`src/rtl/tx_fifo_tclk_if.sv`:
```
// Producer / handshake-stage bundle for the tclk transmit FIFO.
interface tx_fifo_tclk_if #(
    parameter int unsigned DEPTH = 8,
    parameter int unsigned WIDTH = 32
);
    localparam int unsigned AW = $clog2(DEPTH);

    logic             wr_en;
    logic [WIDTH-1:0] wr_data;
    logic             wr_full;
    logic [AW:0]      count;
    logic             data_avail;
    logic [WIDTH-1:0] transmit_data;
    logic             t_rdy;
    logic             err_clr;
    logic             ovf_err;
    logic             udf_err;

    // Environment side: producer and handshake stage.
    modport master (
        output wr_en, wr_data, t_rdy, err_clr,
        input  wr_full, count, data_avail, transmit_data, ovf_err, udf_err
    );

    // FIFO side.
    modport slave (
        input  wr_en, wr_data, t_rdy, err_clr,
        output wr_full, count, data_avail, transmit_data, ovf_err, udf_err
    );
endinterface

```
`src/rtl/tx_fifo_tclk.sv`:
```
// Transmit source FIFO in the tclk domain; retires the head word on each
// rising edge of the handshake stage's t_rdy.
module tx_fifo_tclk #(
    parameter int unsigned DEPTH = 8,
    parameter int unsigned WIDTH = 32
) (
    input  logic          tclk,
    input  logic          resetb_tclk,
    tx_fifo_tclk_if.slave bus
);
    localparam int unsigned AW = $clog2(DEPTH);
    localparam int unsigned PW = AW + 1;

    logic [WIDTH-1:0] mem [DEPTH];
    logic [PW-1:0]    wr_ptr;
    logic [PW-1:0]    rd_ptr;
    logic             t_rdy_d1;
    logic             ovf_err;
    logic             udf_err;

    logic [PW-1:0]    count_c;
    logic             full_c;
    logic             avail_c;
    logic             rise_c;
    logic             push_c;
    logic             pop_c;
    logic             ovf_set_c;
    logic             udf_set_c;

    // Occupancy, push/pop qualification and error set conditions.
    always_comb begin
        count_c   = wr_ptr - rd_ptr;
        full_c    = (count_c == PW'(DEPTH));
        avail_c   = (count_c != '0);
        rise_c    = bus.t_rdy & ~t_rdy_d1;
        push_c    = bus.wr_en & ~full_c;
        pop_c     = rise_c & avail_c;
        ovf_set_c = bus.wr_en & full_c;
        udf_set_c = rise_c & ~avail_c;
    end

    // Storage array; contents are meaningless outside [rd_ptr, wr_ptr).
    always_ff @(posedge tclk) begin
        if (push_c) begin
            mem[wr_ptr[AW-1:0]] <= bus.wr_data;
        end
    end

    // Pointers and t_rdy edge-detect history.
    always_ff @(posedge tclk or negedge resetb_tclk) begin
        if (!resetb_tclk) begin
            wr_ptr   <= '0;
            rd_ptr   <= '0;
            t_rdy_d1 <= 1'b0;
        end else begin
            t_rdy_d1 <= bus.t_rdy;
            if (push_c) begin
                wr_ptr <= wr_ptr + PW'(1);
            end
            if (pop_c) begin
                rd_ptr <= rd_ptr + PW'(1);
            end
        end
    end

    // Sticky error flags; a set in the same cycle as a clear wins.
    always_ff @(posedge tclk or negedge resetb_tclk) begin
        if (!resetb_tclk) begin
            ovf_err <= 1'b0;
            udf_err <= 1'b0;
        end else begin
            if (ovf_set_c) begin
                ovf_err <= 1'b1;
            end else if (bus.err_clr) begin
                ovf_err <= 1'b0;
            end
            if (udf_set_c) begin
                udf_err <= 1'b1;
            end else if (bus.err_clr) begin
                udf_err <= 1'b0;
            end
        end
    end

    // Outputs derived from registers only; head reads as zero when empty.
    assign bus.count         = count_c;
    assign bus.wr_full       = full_c;
    assign bus.data_avail    = avail_c;
    assign bus.transmit_data = avail_c ? mem[rd_ptr[AW-1:0]] : '0;
    assign bus.ovf_err       = ovf_err;
    assign bus.udf_err       = udf_err;
endmodule

```
`src/flat_wrapper.sv`:
```
// flat-port wrapper written by rule: the top's interface ports become plain ports
module tx_fifo_tclk_flat 
#(
    parameter int unsigned DEPTH = 8,
    parameter int unsigned WIDTH = 32
)
  (tclk, resetb_tclk, bus_wr_en, bus_wr_data, bus_t_rdy, bus_err_clr, bus_wr_full, bus_count, bus_data_avail, bus_transmit_data, bus_ovf_err, bus_udf_err);
  tx_fifo_tclk_if #(.DEPTH(DEPTH), .WIDTH(WIDTH)) bus_i ();
  input  logic tclk;
  input  logic resetb_tclk;
  input wire logic [$bits(bus_i.wr_en)-1:0] bus_wr_en;
  input wire logic [$bits(bus_i.wr_data)-1:0] bus_wr_data;
  input wire logic [$bits(bus_i.t_rdy)-1:0] bus_t_rdy;
  input wire logic [$bits(bus_i.err_clr)-1:0] bus_err_clr;
  output wire logic [$bits(bus_i.wr_full)-1:0] bus_wr_full;
  output wire logic [$bits(bus_i.count)-1:0] bus_count;
  output wire logic [$bits(bus_i.data_avail)-1:0] bus_data_avail;
  output wire logic [$bits(bus_i.transmit_data)-1:0] bus_transmit_data;
  output wire logic [$bits(bus_i.ovf_err)-1:0] bus_ovf_err;
  output wire logic [$bits(bus_i.udf_err)-1:0] bus_udf_err;
  assign bus_i.wr_en = bus_wr_en;
  assign bus_i.wr_data = bus_wr_data;
  assign bus_i.t_rdy = bus_t_rdy;
  assign bus_i.err_clr = bus_err_clr;
  assign bus_wr_full = bus_i.wr_full;
  assign bus_count = bus_i.count;
  assign bus_data_avail = bus_i.data_avail;
  assign bus_transmit_data = bus_i.transmit_data;
  assign bus_ovf_err = bus_i.ovf_err;
  assign bus_udf_err = bus_i.udf_err;
  tx_fifo_tclk #(.DEPTH(DEPTH), .WIDTH(WIDTH)) u_core (.tclk(tclk), .resetb_tclk(resetb_tclk), .bus(bus_i));
endmodule
```
`config.mk`:
```
export PLATFORM = sky130hd
export DESIGN_NAME = tx_fifo_tclk_flat
export DESIGN_NICKNAME = d
export VERILOG_FILES = /design/src/rtl/tx_fifo_tclk_if.sv /design/src/rtl/tx_fifo_tclk.sv /design/src/flat_wrapper.sv
export SDC_FILE = /design/constraint.sdc
export NUM_CORES = 1
export LEC_CHECK = 0
export CORE_MARGIN = 4
export CORE_UTILIZATION = 40
export DETAILED_ROUTE_END_ITERATION = 10
export PLACE_DENSITY = 0.59
export REMOVE_ABC_BUFFERS = 1
export SLEW_MARGIN = 15
export SYNTH_ARGS = -nofsm -noshare
export SYNTH_HDL_FRONTEND = slang
export SYNTH_SLANG_ARGS = --single-unit
```
`constraint.sdc`:
```
create_clock -name tclk -period 10.4 [get_ports tclk]
set_input_delay 3.12 -clock tclk [delete_from_list [all_inputs] [get_ports tclk]]
set_output_delay 3.12 -clock tclk [all_outputs]
set_load 0.03 [all_outputs]
```
==> flow_summary.ini <==
[outcome]
status = finished clean

[final_layout]
syn2layout_area_growth_pct = 19.6
final_nets = 654
mostFrequentLayoutCell = edfxtp_1
n_antenna_cell = 0
nFillCells = 2091
final_cell_mix = 256 x edfxtp_1, 76 x clkdlybuf4s50_1, 66 x nand2_1
drive_above_1_share = 0.223

[critical_path]
path_buf_inv = 3
reg2reg_depth = 7
cp_slowest_cell = dfrtp_2
path_max_fanout = 35
worstSetupPathType = reg -> out
r2r_setup_slack_ns = 6.40
arrival_ns = 4.71
end_kind = primary output
crit_family = simple AND/OR/NAND/NOR gates
required_ns = 7.28
cpPeakStageDelay_ns = 0.92
r2r-start = u_core.rd_ptr[2]
startpoint_type = flop
timing.rr.end = u_core.mem[3][25]
path_cells = inv_1, ha_1, xor2_1, or3_1, nor3_4, buf_4, a21oi_1, clkdlybuf4s50_1

[hold_path]
hp-start = u_core.bus.udf_err
hp-class = reg -> reg
worstHoldPathCells = 1
holdPathEnd = u_core.bus.udf_err

[die]
coreArea_um2 = 25500
die_area_um2 = 28800
dieWidth_um = 170
placementRows = 58
fp.dieH_um = 170
start_util = 0.411
boundaryPins = 77

[sta]
whs_ns = 0.516
max_slew.worst_pin.slew_ns = 1.05
fin_worst_skew_ns = 0.00770
slew_headroom = 0.302
finalCriticalPeriod_ns = 7.83
rsz0062_at_grt = false
period_share = 0.753
fmax_mhz = 128
slew_violations = 0
totalNegativeSetupSlack_ns = 0
setup_violations = 0
finalHoldViolCount = 0

[clock_tree]
cts_sinks = 267
clk_pin_slew_ns = 0.06
clockBufferDepth = 3
clk_latency_ns = 0.53
cts_resized = 0
cts_root_buf = clkbuf_16
postCtsHoldBufs = 0
htree_levels = 1
postCtsSetupRepairBufs = 0
tritoncts = yes
cts_buffers = 27

[yosys]
synth_edf_count = 256
ys.flop_type = edfxtp_1
synthArstFlopShare = 0.0412
synth_cell_type_count = 40
syn_area_um2 = 10500
syn_avg_cell_area_um2 = 20.3
synthMuxAreaShare = 0.140
synth-simple-area-share = 0.0410
yosysSeqAreaShare = 0.761
synth_fa_ha_area_frac = 0.00789
synth_xor_area_frac = 0.00669
synth_seq_cells = 267
synth_compound_area_frac = 0.0295
synth_top_family_by_area = multiplexers
ys.warnings.count = 0
syn_inst = 516

[routing]
ant_nets = 0
routed.top_layer = met4
wire_per_inst_um = 22.5
vias_per_cell = 5.38
wl_met1_um = 9570
wl_met2_um = 10300
routed_wl_um = 21600
drtPass1Iterations = 5
drcViolationCount = 0
routed-via-count = 5170
first_iter_violations = 368
wl_met3_um = 1320

[place]
gp_congestion = 0.769
portBuffers = 76
dp_hpwl_um = 12200

[global_route]
grt_max_degree = 68
grt_usage = 0.150
grt_pass1_vias = 5565
grt.overflow.total = 0
antenna_found_initial = 0
grt_pass1_wl_um = 33000

[power_and_ir_drop]
p_per_area_nw_per_um2 = 336
leakage_nw = 4.04
peakVddDrop_mv = 0.319

[run]
maxCapViolations = 0
==> layer usage <==
metal,GRT usage,vias to the layer above
li1,-,2278
met2,0.246,153
met3,0.0294,35
met5,0,-
met4,0.0343,0
met1,0.211,2704
==> worst max-delay path by stage <==
stage                           from               endpoint  slack, ns  depth (start not counted)
floorplan           u_core.rd_ptr[0]   bus_transmit_data[0]       1.91                          6
global placement    u_core.rd_ptr[2]  bus_transmit_data[17]       3.16                          8
detailed placement  u_core.rd_ptr[2]  bus_transmit_data[17]       3.06                          8
CTS                 u_core.rd_ptr[2]  bus_transmit_data[17]       2.49                          8
global route        u_core.rd_ptr[2]  bus_transmit_data[17]       2.29                          8
finish              u_core.rd_ptr[2]  bus_transmit_data[17]       2.57                          8
==> synthesized netlist by cell type (4+ instances only) <==
library cell | n | area, µm²
clkbuf_1 | 12 | 45.0
a21oi_1 | 33 | 165
nor3_1 | 4 | 20.0
inv_1 | 7 | 26.3
edfxtp_1 | 256 | 7690
buf_2 | 9 | 45.0
xnor2_1 | 6 | 52.6
nand2_1 | 66 | 248
dfrtp_1 | 11 | 275
ha_1 | 5 | 62.6
mux4_2 | 64 | 1440
==> kinds of logic (layout without fill, tap and decap cells) <==
kind of cell / count (synthesis) / after routing
compound gates: 46 / 46
xor+xnor: 8 / 8
fa+ha+maj: 6 / 6
buf+inv: 33 / 148
flops: 267 / 267
mux: 66 / 66
simple gates: 90 / 90
==> cell type report <==
class	instances	area [µm²]	share of cell area
Clock buffer	31	691	0.0552
Clock inverter	18	143	0.0114
Inverter	8	30.0	0.00240
Multi-Input combinational cell	216	2400	0.192
Sequential cell	267	7970	0.636
Tap cell	330	413	0.0330
Timing Repair Buffer	91	873	0.0698
==> metrics by stage <==
step                      instances  power (mW)   util  cell area, µm²  worst slack [ns]
after global placement          912        3.32  0.459           11700              3.16
after floorplan                 491        2.66      -           10300              1.91
after global routing            961        4.43  0.492           12500              2.29
final                           961        4.20  0.492           12500              2.57
after detailed placement        912        3.35  0.459           11700              3.06
after CTS                       961        4.27  0.492           12500              2.49
==> state kept, by name, summed over array words and instances, names as in the netlist <==
| register | count |
|---|---|
| u_core.wr_ptr | 4 |
| u_core.rd_ptr | 4 |
| u_core.bus.udf_err | 1 |
| u_core.bus.ovf_err | 1 |
| u_core.t_rdy_d1 | 1 |
| u_core.mem | 256 |
==> power by group <==
| part | internal (mW) | leakage, nW | switching, mW | total, mW |
|---|---|---|---|---|
| Sequential | 1.38 | 2.45 | 0.104 | 1.49 |
| Clock | 0.524 | 0.411 | 0.383 | 0.907 |
| Combinational | 0.735 | 1.17 | 1.08 | 1.81 |
Power figures use the tool's default switching activity.
